===== src/rtl/nv_nvdla_dmaif_pkg.sv =====
`default_nettype none
// ---------------------------------------------------------------------------
// nv_nvdla_dmaif_pkg : DMAIF write-request packet layout and responder states
// Revision: 1.0
// ---------------------------------------------------------------------------
package nv_nvdla_dmaif_pkg;

  localparam int   PKT_W        = 66;
  localparam int   PKT_TYPE_BIT = 65;
  localparam logic PKT_CMD      = 1'b0;
  localparam logic PKT_DAT      = 1'b1;

  localparam int CMD_ADDR_LSB = 0;
  localparam int CMD_ADDR_W   = 32;
  localparam int CMD_SIZE_LSB = 32;
  localparam int CMD_SIZE_W   = 13;
  localparam int CMD_ACK_BIT  = 45;

  localparam int DAT_DATA_LSB = 0;
  localparam int DAT_DATA_W   = 64;
  localparam int DAT_MASK_BIT = 64;

  typedef enum logic [0:0] {
    IDLE = 1'b0,
    DATA = 1'b1
  } wr_state_e;

endpackage
`default_nettype wire


===== src/rtl/nv_nvdla_mcif_wr_resp_if.sv =====
`default_nettype none
// ---------------------------------------------------------------------------
// nv_nvdla_mcif_wr_resp_if : write-request packet bus plus memory write port
// Revision: 1.0
// ---------------------------------------------------------------------------
interface nv_nvdla_mcif_wr_resp_if #(
  parameter int ADDR_W = 32,
  parameter int DATA_W = 64
);
  logic              wr_req_valid;
  logic              wr_req_ready;
  logic [65:0]       wr_req_pd;
  logic              mem_wr_en;
  logic [ADDR_W-1:0] mem_wr_addr;
  logic [DATA_W-1:0] mem_wr_data;
  logic              mem_wr_ready;

  modport slave (
    input  wr_req_valid, wr_req_pd, mem_wr_ready,
    output wr_req_ready, mem_wr_en, mem_wr_addr, mem_wr_data
  );

  modport master (
    output wr_req_valid, wr_req_pd, mem_wr_ready,
    input  wr_req_ready, mem_wr_en, mem_wr_addr, mem_wr_data
  );
endinterface
`default_nettype wire


===== src/rtl/nv_nvdla_mcif_wr_resp.sv =====
`default_nettype none
// ---------------------------------------------------------------------------
// nv_nvdla_mcif_wr_resp : decodes DMAIF write cmd/data packets into beat writes
// Revision: 1.0
// ---------------------------------------------------------------------------
module nv_nvdla_mcif_wr_resp
  import nv_nvdla_dmaif_pkg::*;
#(
  parameter int ADDR_W = 32,
  parameter int DATA_W = 64,
  parameter int SIZE_W = 13
) (
  input  logic                   nvdla_core_clk,
  input  logic                   nvdla_core_rstn,
  nv_nvdla_mcif_wr_resp_if.slave wr,
  output logic                   wr_rsp_complete,
  output logic                   proto_err
);

  wr_state_e         state;
  wr_state_e         state_nxt;
  logic [ADDR_W-1:0] addr_reg;
  logic [SIZE_W-1:0] beats_left;
  logic              ack;

  logic is_dat;
  logic mask;
  logic hs;
  logic cmd_take;
  logic beat_take;
  logic final_beat;
  logic bad_pkt;

  assign is_dat     = (wr.wr_req_pd[PKT_TYPE_BIT] == PKT_DAT);
  assign mask       = wr.wr_req_pd[DAT_MASK_BIT];
  assign hs         = wr.wr_req_valid & wr.wr_req_ready;
  assign cmd_take   = hs & (state == IDLE) & ~is_dat;
  assign beat_take  = hs & (state == DATA) & is_dat;
  assign final_beat = beat_take & (beats_left == '0);
  // Stray packets are still accepted so the upstream never stalls on them.
  assign bad_pkt    = hs & (((state == IDLE) & is_dat) |
                            ((state == DATA) & ~is_dat) |
                            (is_dat & ~mask));

  always_ff @(posedge nvdla_core_clk or negedge nvdla_core_rstn) begin
    if (!nvdla_core_rstn) state <= IDLE;
    else                  state <= state_nxt;
  end

  always_comb begin
    state_nxt = state;
    case (state)
      IDLE:    if (cmd_take)   state_nxt = DATA;
      DATA:    if (final_beat) state_nxt = IDLE;
      default: state_nxt = IDLE;
    endcase
  end

  // Memory port is a pass-through, so request ready follows memory ready.
  always_comb begin
    wr.wr_req_ready = 1'b1;
    wr.mem_wr_en    = 1'b0;
    if (state == DATA) begin
      if (is_dat) wr.wr_req_ready = wr.mem_wr_ready;
      wr.mem_wr_en = wr.wr_req_valid & is_dat;
    end
  end

  assign wr.mem_wr_addr = addr_reg;
  assign wr.mem_wr_data = wr.wr_req_pd[DAT_DATA_LSB +: DATA_W];

  always_ff @(posedge nvdla_core_clk or negedge nvdla_core_rstn) begin
    if (!nvdla_core_rstn) begin
      addr_reg        <= '0;
      beats_left      <= '0;
      ack             <= 1'b0;
      wr_rsp_complete <= 1'b0;
      proto_err       <= 1'b0;
    end else begin
      wr_rsp_complete <= final_beat & ack;
      if (cmd_take) begin
        addr_reg   <= {wr.wr_req_pd[CMD_ADDR_LSB + 3 +: ADDR_W - 3], 3'b000};
        beats_left <= wr.wr_req_pd[CMD_SIZE_LSB +: SIZE_W];
        ack        <= wr.wr_req_pd[CMD_ACK_BIT];
      end else if (beat_take) begin
        addr_reg   <= addr_reg + ADDR_W'(8);
        beats_left <= beats_left - SIZE_W'(1);
      end
      if (bad_pkt) proto_err <= 1'b1;
    end
  end

endmodule
`default_nettype wire


===== src/flat_wrapper.sv =====
// flat-port wrapper written by rule: the top's interface ports become plain ports
module nv_nvdla_mcif_wr_resp_flat import nv_nvdla_dmaif_pkg::*;
#(
  parameter int ADDR_W = 32,
  parameter int DATA_W = 64,
  parameter int SIZE_W = 13
)
  (nvdla_core_clk, nvdla_core_rstn, wr_rsp_complete, proto_err, wr_wr_req_valid, wr_wr_req_pd, wr_mem_wr_ready, wr_wr_req_ready, wr_mem_wr_en, wr_mem_wr_addr, wr_mem_wr_data);
  nv_nvdla_mcif_wr_resp_if #(.ADDR_W(ADDR_W), .DATA_W(DATA_W)) wr_i ();
  input  logic nvdla_core_clk;
  input  logic nvdla_core_rstn;
  output logic wr_rsp_complete;
  output logic proto_err;
  input wire logic [$bits(wr_i.wr_req_valid)-1:0] wr_wr_req_valid;
  input wire logic [$bits(wr_i.wr_req_pd)-1:0] wr_wr_req_pd;
  input wire logic [$bits(wr_i.mem_wr_ready)-1:0] wr_mem_wr_ready;
  output wire logic [$bits(wr_i.wr_req_ready)-1:0] wr_wr_req_ready;
  output wire logic [$bits(wr_i.mem_wr_en)-1:0] wr_mem_wr_en;
  output wire logic [$bits(wr_i.mem_wr_addr)-1:0] wr_mem_wr_addr;
  output wire logic [$bits(wr_i.mem_wr_data)-1:0] wr_mem_wr_data;
  assign wr_i.wr_req_valid = wr_wr_req_valid;
  assign wr_i.wr_req_pd = wr_wr_req_pd;
  assign wr_i.mem_wr_ready = wr_mem_wr_ready;
  assign wr_wr_req_ready = wr_i.wr_req_ready;
  assign wr_mem_wr_en = wr_i.mem_wr_en;
  assign wr_mem_wr_addr = wr_i.mem_wr_addr;
  assign wr_mem_wr_data = wr_i.mem_wr_data;
  nv_nvdla_mcif_wr_resp #(.ADDR_W(ADDR_W), .DATA_W(DATA_W), .SIZE_W(SIZE_W)) u_core (.nvdla_core_clk(nvdla_core_clk), .nvdla_core_rstn(nvdla_core_rstn), .wr(wr_i), .wr_rsp_complete(wr_rsp_complete), .proto_err(proto_err));
endmodule

===== config.mk =====
export PLATFORM = sky130hd
export DESIGN_NAME = nv_nvdla_mcif_wr_resp_flat
export DESIGN_NICKNAME = d
export VERILOG_FILES = /design/src/rtl/nv_nvdla_dmaif_pkg.sv /design/src/rtl/nv_nvdla_mcif_wr_resp_if.sv /design/src/rtl/nv_nvdla_mcif_wr_resp.sv /design/src/flat_wrapper.sv
export SDC_FILE = /design/constraint.sdc
export NUM_CORES = 1
export LEC_CHECK = 0
export CAP_MARGIN = 5
export CELL_PAD_IN_SITES_DETAIL_PLACEMENT = 1
export CELL_PAD_IN_SITES_GLOBAL_PLACEMENT = 1
export CORE_MARGIN = 5
export CORE_UTILIZATION = 30
export CTS_CLUSTER_DIAMETER = 50
export DETAILED_ROUTE_END_ITERATION = 12
export PLACE_DENSITY_LB_ADDON = 0.1
export SLEW_MARGIN = 20
export SYNTH_ARGS = -nofsm -noshare
export SYNTH_HDL_FRONTEND = slang
export SYNTH_SLANG_ARGS = --single-unit

===== constraint.sdc =====
create_clock -name nvdla_core_clk -period 3.1 [get_ports nvdla_core_clk]
set_input_delay 0.62 -clock nvdla_core_clk [delete_from_list [all_inputs] [get_ports nvdla_core_clk]]
set_output_delay 0.62 -clock nvdla_core_clk [all_outputs]
set_load 0.05 [all_outputs]

Word level (Yosys, flattened, before mapping)
Cells that the tools add are included.
{"block": "word_totals", "output_inout_bits": 100, "inputBits": 70, "ff_bits": 49, "word_cells": 37}
{"block": "op_classes", "n_mux": 10, "n_reduce_logical": 2, "n_bitwise": 17, "add_sub_neg": 2}
{"operator": "$mux 32", "count": 2}
{"operator": "$add 32x4->32 const B", "count": 1}
{"operator": "$mux 13", "count": 2}
{"operator": "$logic_not 13->1", "count": 1}
{"operator": "$sub 13x1->13 const B", "count": 1}
{"operator": "$and 1x1->1", "count": 12}
{"operator": "$mux 1", "count": 5}
{"operator": "$not 1->1", "count": 3}
{"operator": "$or 1x1->1", "count": 2}
{"operator": "$pmux 1 s2", "count": 1}
{"operator": "$reduce_bool 2->1", "count": 1}

Depth between registers and ports, before layout
{"block": "depth", "depth_word": 8, "mapped_depth": 7}

Worst setup path before layout
No wires, ideal clock.
{"block": "synth_path", "path_type": "register -> register", "startpoint": "reg u_core.addr_reg[8] (netlist: u_core.wr.mem_wr_addr[8])", "endpoint": "reg u_core.addr_reg[29] (netlist: u_core.wr.mem_wr_addr[29])", "stages_incl_launch_ff": 6, "setup_slack_ps": 775, "period_less_slack_ps": 2325, "setup_ps": 82, "n_path_buf": 1, "arrival_time_ps": 2244, "path_cell_list": "dfrtp_1 > nand4_2 > or4_4 > buf_6 > or4_1 > a31oi_1"}
{"block": "synth_between", "elab_chain_len": 3}
{"element": "from (decl)", "line": "nv_nvdla_mcif_wr_resp.sv:22", "rtl": "logic [ADDR_W-1:0] addr_reg;"}
{"element": "from (signal assigned)", "line": "nv_nvdla_mcif_wr_resp.sv:82", "rtl": "addr_reg <= {wr.wr_req_pd[CMD_ADDR_LSB + 3 +: ADDR_W - 3], 3'b000};"}
{"element": "from (signal assigned)", "line": "nv_nvdla_mcif_wr_resp.sv:86", "rtl": "addr_reg <= addr_reg + ADDR_W'(8);"}
{"element": "$add 32x4->32", "line": "nv_nvdla_mcif_wr_resp.sv:86"}
{"element": "$mux 32", "line": "nv_nvdla_mcif_wr_resp.sv:85", "rtl": "end else if (beat_take) begin"}
{"element": "$mux 32", "line": "nv_nvdla_mcif_wr_resp.sv:81", "rtl": "if (cmd_take) begin"}
Every way passes these cells. The select of a mux whose other input is x is not followed.
A chain may end at the register's enable or synchronous reset.

Worst setup path after layout
{"block": "layout_path", "startpoint": "in wr_wr_req_pd[65]", "endpoint": "out wr_wr_req_ready"}
{"block": "layout_between", "elab_chain_len": 2}
{"element": "from (decl)", "line": "flat_wrapper.sv:15", "rtl": "input wire logic [$bits(wr_i.wr_req_pd)-1:0] wr_wr_req_pd;"}
{"element": "$mux 1", "line": "nv_nvdla_mcif_wr_resp.sv:64", "rtl": "if (is_dat) wr.wr_req_ready = wr.mem_wr_ready;"}
{"element": "$mux 1", "line": "nv_nvdla_mcif_wr_resp.sv:63", "rtl": "if (state == DATA) begin"}
{"element": "to (decl)", "line": "flat_wrapper.sv:17", "rtl": "output wire logic [$bits(wr_i.wr_req_ready)-1:0] wr_wr_req_ready;"}
Every way passes these cells.

==> flow_summary.json <==
{
  "post_cts_resized": 0,
  "synth_fa_ha_area_share_pct": 1.19,
  "num_io_pins": 170,
  "cts.sinks": 46,
  "worst_ep_required_time_ns": 2.48,
  "avgSynthCellArea_um2": 8.48,
  "drt-initial-drc-count": 99,
  "final.period_utilization_pct": 87.5,
  "hpwlAfterDp_um": 7140,
  "yosys.cell_types.count": 41,
  "worst_slack_ns": 0.388,
  "antenna_found_initial": 0,
  "clkTransAtPathRegs_ns": 0.10,
  "htree_levels": 2,
  "p_per_area_nw_per_um2": 832,
  "cpMostUsedCell": "clkdlybuf4s50_1",
  "hold_viol_final": 0,
  "utilization_pct": 40.7,
  "synth_top_family_by_area": "simple AND/OR/NAND/NOR gates",
  "drt_first_pass_iters": 4,
  "ant_nets": 0,
  "die_y_um": 112,
  "cts_setup_buffers": 0,
  "vias": 2848,
  "coreArea_um2": 10300,
  "layout.cells.non_filler": 567,
  "ys_ff_latch": 46,
  "p_leak_nw": 1.53,
  "slew_viol_final": 0,
  "grt_max_degree": 48,
  "irDropWorstVdd_v": 0.000555,
  "wire_per_inst_um": 16.7,
  "startpoint": "wr_wr_req_pd[65]",
  "grt_pass1_wl_um": 15400,
  "path_class": "input pin to primary output",
  "max_slew.worst_pin.slew_ns": 0.631,
  "clk-insertion-delay-late_ns": 0.31,
  "layout_min_cycle_time_ns": 2.71,
  "ctsHoldBuffers": 0,
  "critPathCaptureType": "primary output",
  "routed_wl_um": 9470,
  "cts_tree": "built",
  "layout-drive-gt1-share_pct": 5.80,
  "syn_area_um2": 3150,
  "synthXorXnorAreaFrac_pct": 4.73,
  "slew_headroom_pct": 57.5,
  "grt_setup_unrepaired": "false",
  "maxUsedRoutingLayer": "met4",
  "fin_setup_tns_ns": 0,
  "grt_usage_pct": 14.8,
  "synth-simple-area-share_pct": 26.5,
  "placed_cells": 559,
  "gp_congestion": 0.766,
  "cp_cell_sequence": "clkdlybuf4s50_1 -> nand3b_1 -> clkdlybuf4s50_1",
  "cap_violations": 0,
  "place_ws_ns": 0.266,
  "crit_arrival_ns": 2.09,
  "status": "complete, no violations",
  "vias_per_cell": 5.02,
  "fin_nets": 503,
  "cts_root_buffer": "clkbuf_8",
  "fmax_ghz": 0.369,
  "critPathLaunchType": "input pin",
  "start_util_pct": 30.6,
  "area_growth_pct": 32.8,
  "wl_met2_um": 4380,
  "cts_buffers": 5,
  "gr-total-overflow": 0,
  "grt_pass1_vias": 2980,
  "hold_path.class": "input pin to async pin",
  "r2r_cells": 4,
  "die_x_um": 112,
  "met1Wirelength_um": 4500,
  "synth_compound_area_share_pct": 12.4,
  "die_area_um2": 12600,
  "clock_skew_ns": 0.0127,
  "synth_mux_area_share_pct": 0,
  "ys_seq_area_share_pct": 36.6,
  "rows": 37,
  "cts_buffer_depth": 2,
  "yosys_warnings": 0,
  "setup_viol_count_final": 0,
  "critPathMaxStageDelay_ns": 0.81,
  "wl_met3_um": 487,
  "path_max_fanout": 8,
  "io_buffer_count": 124,
  "reg2reg_from": "u_core.state",
  "hold_ws_ns": 0.305,
  "synthCells": 371,
  "drc": 0,
  "antenna_cells": 0,
  "crit_slowest_cell": "clkdlybuf4s50_1"
}
## layout by cell type (no fill, tap or decap), types with 2 or more instances in the layout
cell,synthesis,final
clkdlybuf4s50_1,0,122
dfrtp_1,46,46
nand2_1,43,43
o21ai_0,26,26
nor2_1,25,25
a31oi_1,19,19
nand4_1,15,15
nand3_1,15,15
or4_1,14,14
xnor2_1,9,9
buf_4,67,9
xor2_1,8,8
o31ai_1,8,8
or3_1,8,8
nor3_1,6,6
nor4_1,5,5
o211ai_1,5,5
clkbuf_8,0,5
inv_1,4,4
and3_1,4,4
and4_1,4,4
ha_1,3,3
conb_1,1,3
and2_1,2,2
nand2b_1,2,2
or4b_1,2,2
or2_2,2,2
a311oi_1,2,2
clkinv_2,0,2
## final timing paths
kind,slack [ns],end
max,0.39,wr_wr_req_ready
min,0.31,u_core.proto_err
max reg2reg,0.99,u_core.wr.mem_wr_addr[22]
min reg2reg,0.48,u_core.proto_err
max in group asynchronous,2.36,u_core.wr.mem_wr_addr[17]
min in group nvdla_core_clk,0.48,u_core.proto_err
## per-stage QoR
stage | area [um2] | power, mW
4_1_cts | 4180 | 3.52
3_5_place_dp | 4070 | 3.04
5_1_grt | 4180 | 3.69
3_3_place_gp | 4070 | 3.01
6_report | 4180 | 3.47
2_1_floorplan | 3150 | 2.44
## worst max-delay path, delay by kind of cell
kind	cells	cell delay, ns
and+or+nand+nor	1	0.13
buffers and inverters	2	1.34
## sequential cells by signal, summed over array words and instances (netlist names)
register                cells
u_core.wr_rsp_complete      1
u_core.beats_left          13
u_core.ack                  1
u_core.state                1
u_core.wr.mem_wr_addr      29
u_core.proto_err            1
## layout make-up
type | count | area [um2]
Clock inverter | 3 | 40.0
Timing Repair Buffer | 132 | 1310
Sequential cell | 46 | 1150
Tap cell | 136 | 170
Multi-Input combinational cell | 241 | 1420
Clock buffer | 5 | 68.8
Fill cell | 1235 | 6100
Inverter | 4 | 15.0
## synth_stat cells, drive strengths merged
cell	instances	share of area (%)
nand2	43	5.1
a211oi	1	0.24
o211ai	5	1.2
or3	9	1.8
a311oi	2	0.56
and3	4	0.80
o21ai	26	4.1
nand4b	1	0.28
nor4b	1	0.28
xnor2	9	2.5
clkbuf	12	1.4
nor4	5	0.99
nand2b	2	0.40
nor2	25	3.0
or4	15	3.7
conb	1	0.12
o311ai	1	0.28
buf	70	17
nand3b	1	0.24
dfrtp	46	37
inv	4	0.48
nor3	6	0.95
and2	2	0.40
nor3b	1	0.24
a31oi	19	3.8
ha	3	1.2
or4b	2	0.64
o31ai	8	1.9
nand4	16	3.4
or2	2	0.40
o41ai	1	0.28
xor2	8	2.2
and4	5	1.4
nand3	15	2.4
## power by group
part	internal (mW)	switching [mW]
clock	0.238	0.215
sequential	0.861	0.387
combinational	0.636	1.14
## layer usage
metal / vias up / GRT usage (%)
li1: 1383 / -
met1: 1371 / 19.7
met2: 83 / 24.3
met3: 11 / 3.29
met4: 0 / 4.09
met5: - / 0
## logic make-up (layout without fill, tap and decap cells)
| group | count (synthesis) | in the layout |
|---|---|---|
| buffers and inverters | 86 | 144 |
| adder cells (fa/ha/maj) | 3 | 3 |
| XOR/XNOR | 17 | 17 |
| AO/OA/AOI/OAI | 63 | 63 |
| other | 1 | 3 |
| AND/OR/NAND/NOR | 155 | 155 |
| flip-flops | 46 | 46 |
Note: power is estimated with default switching activity, not from simulation.
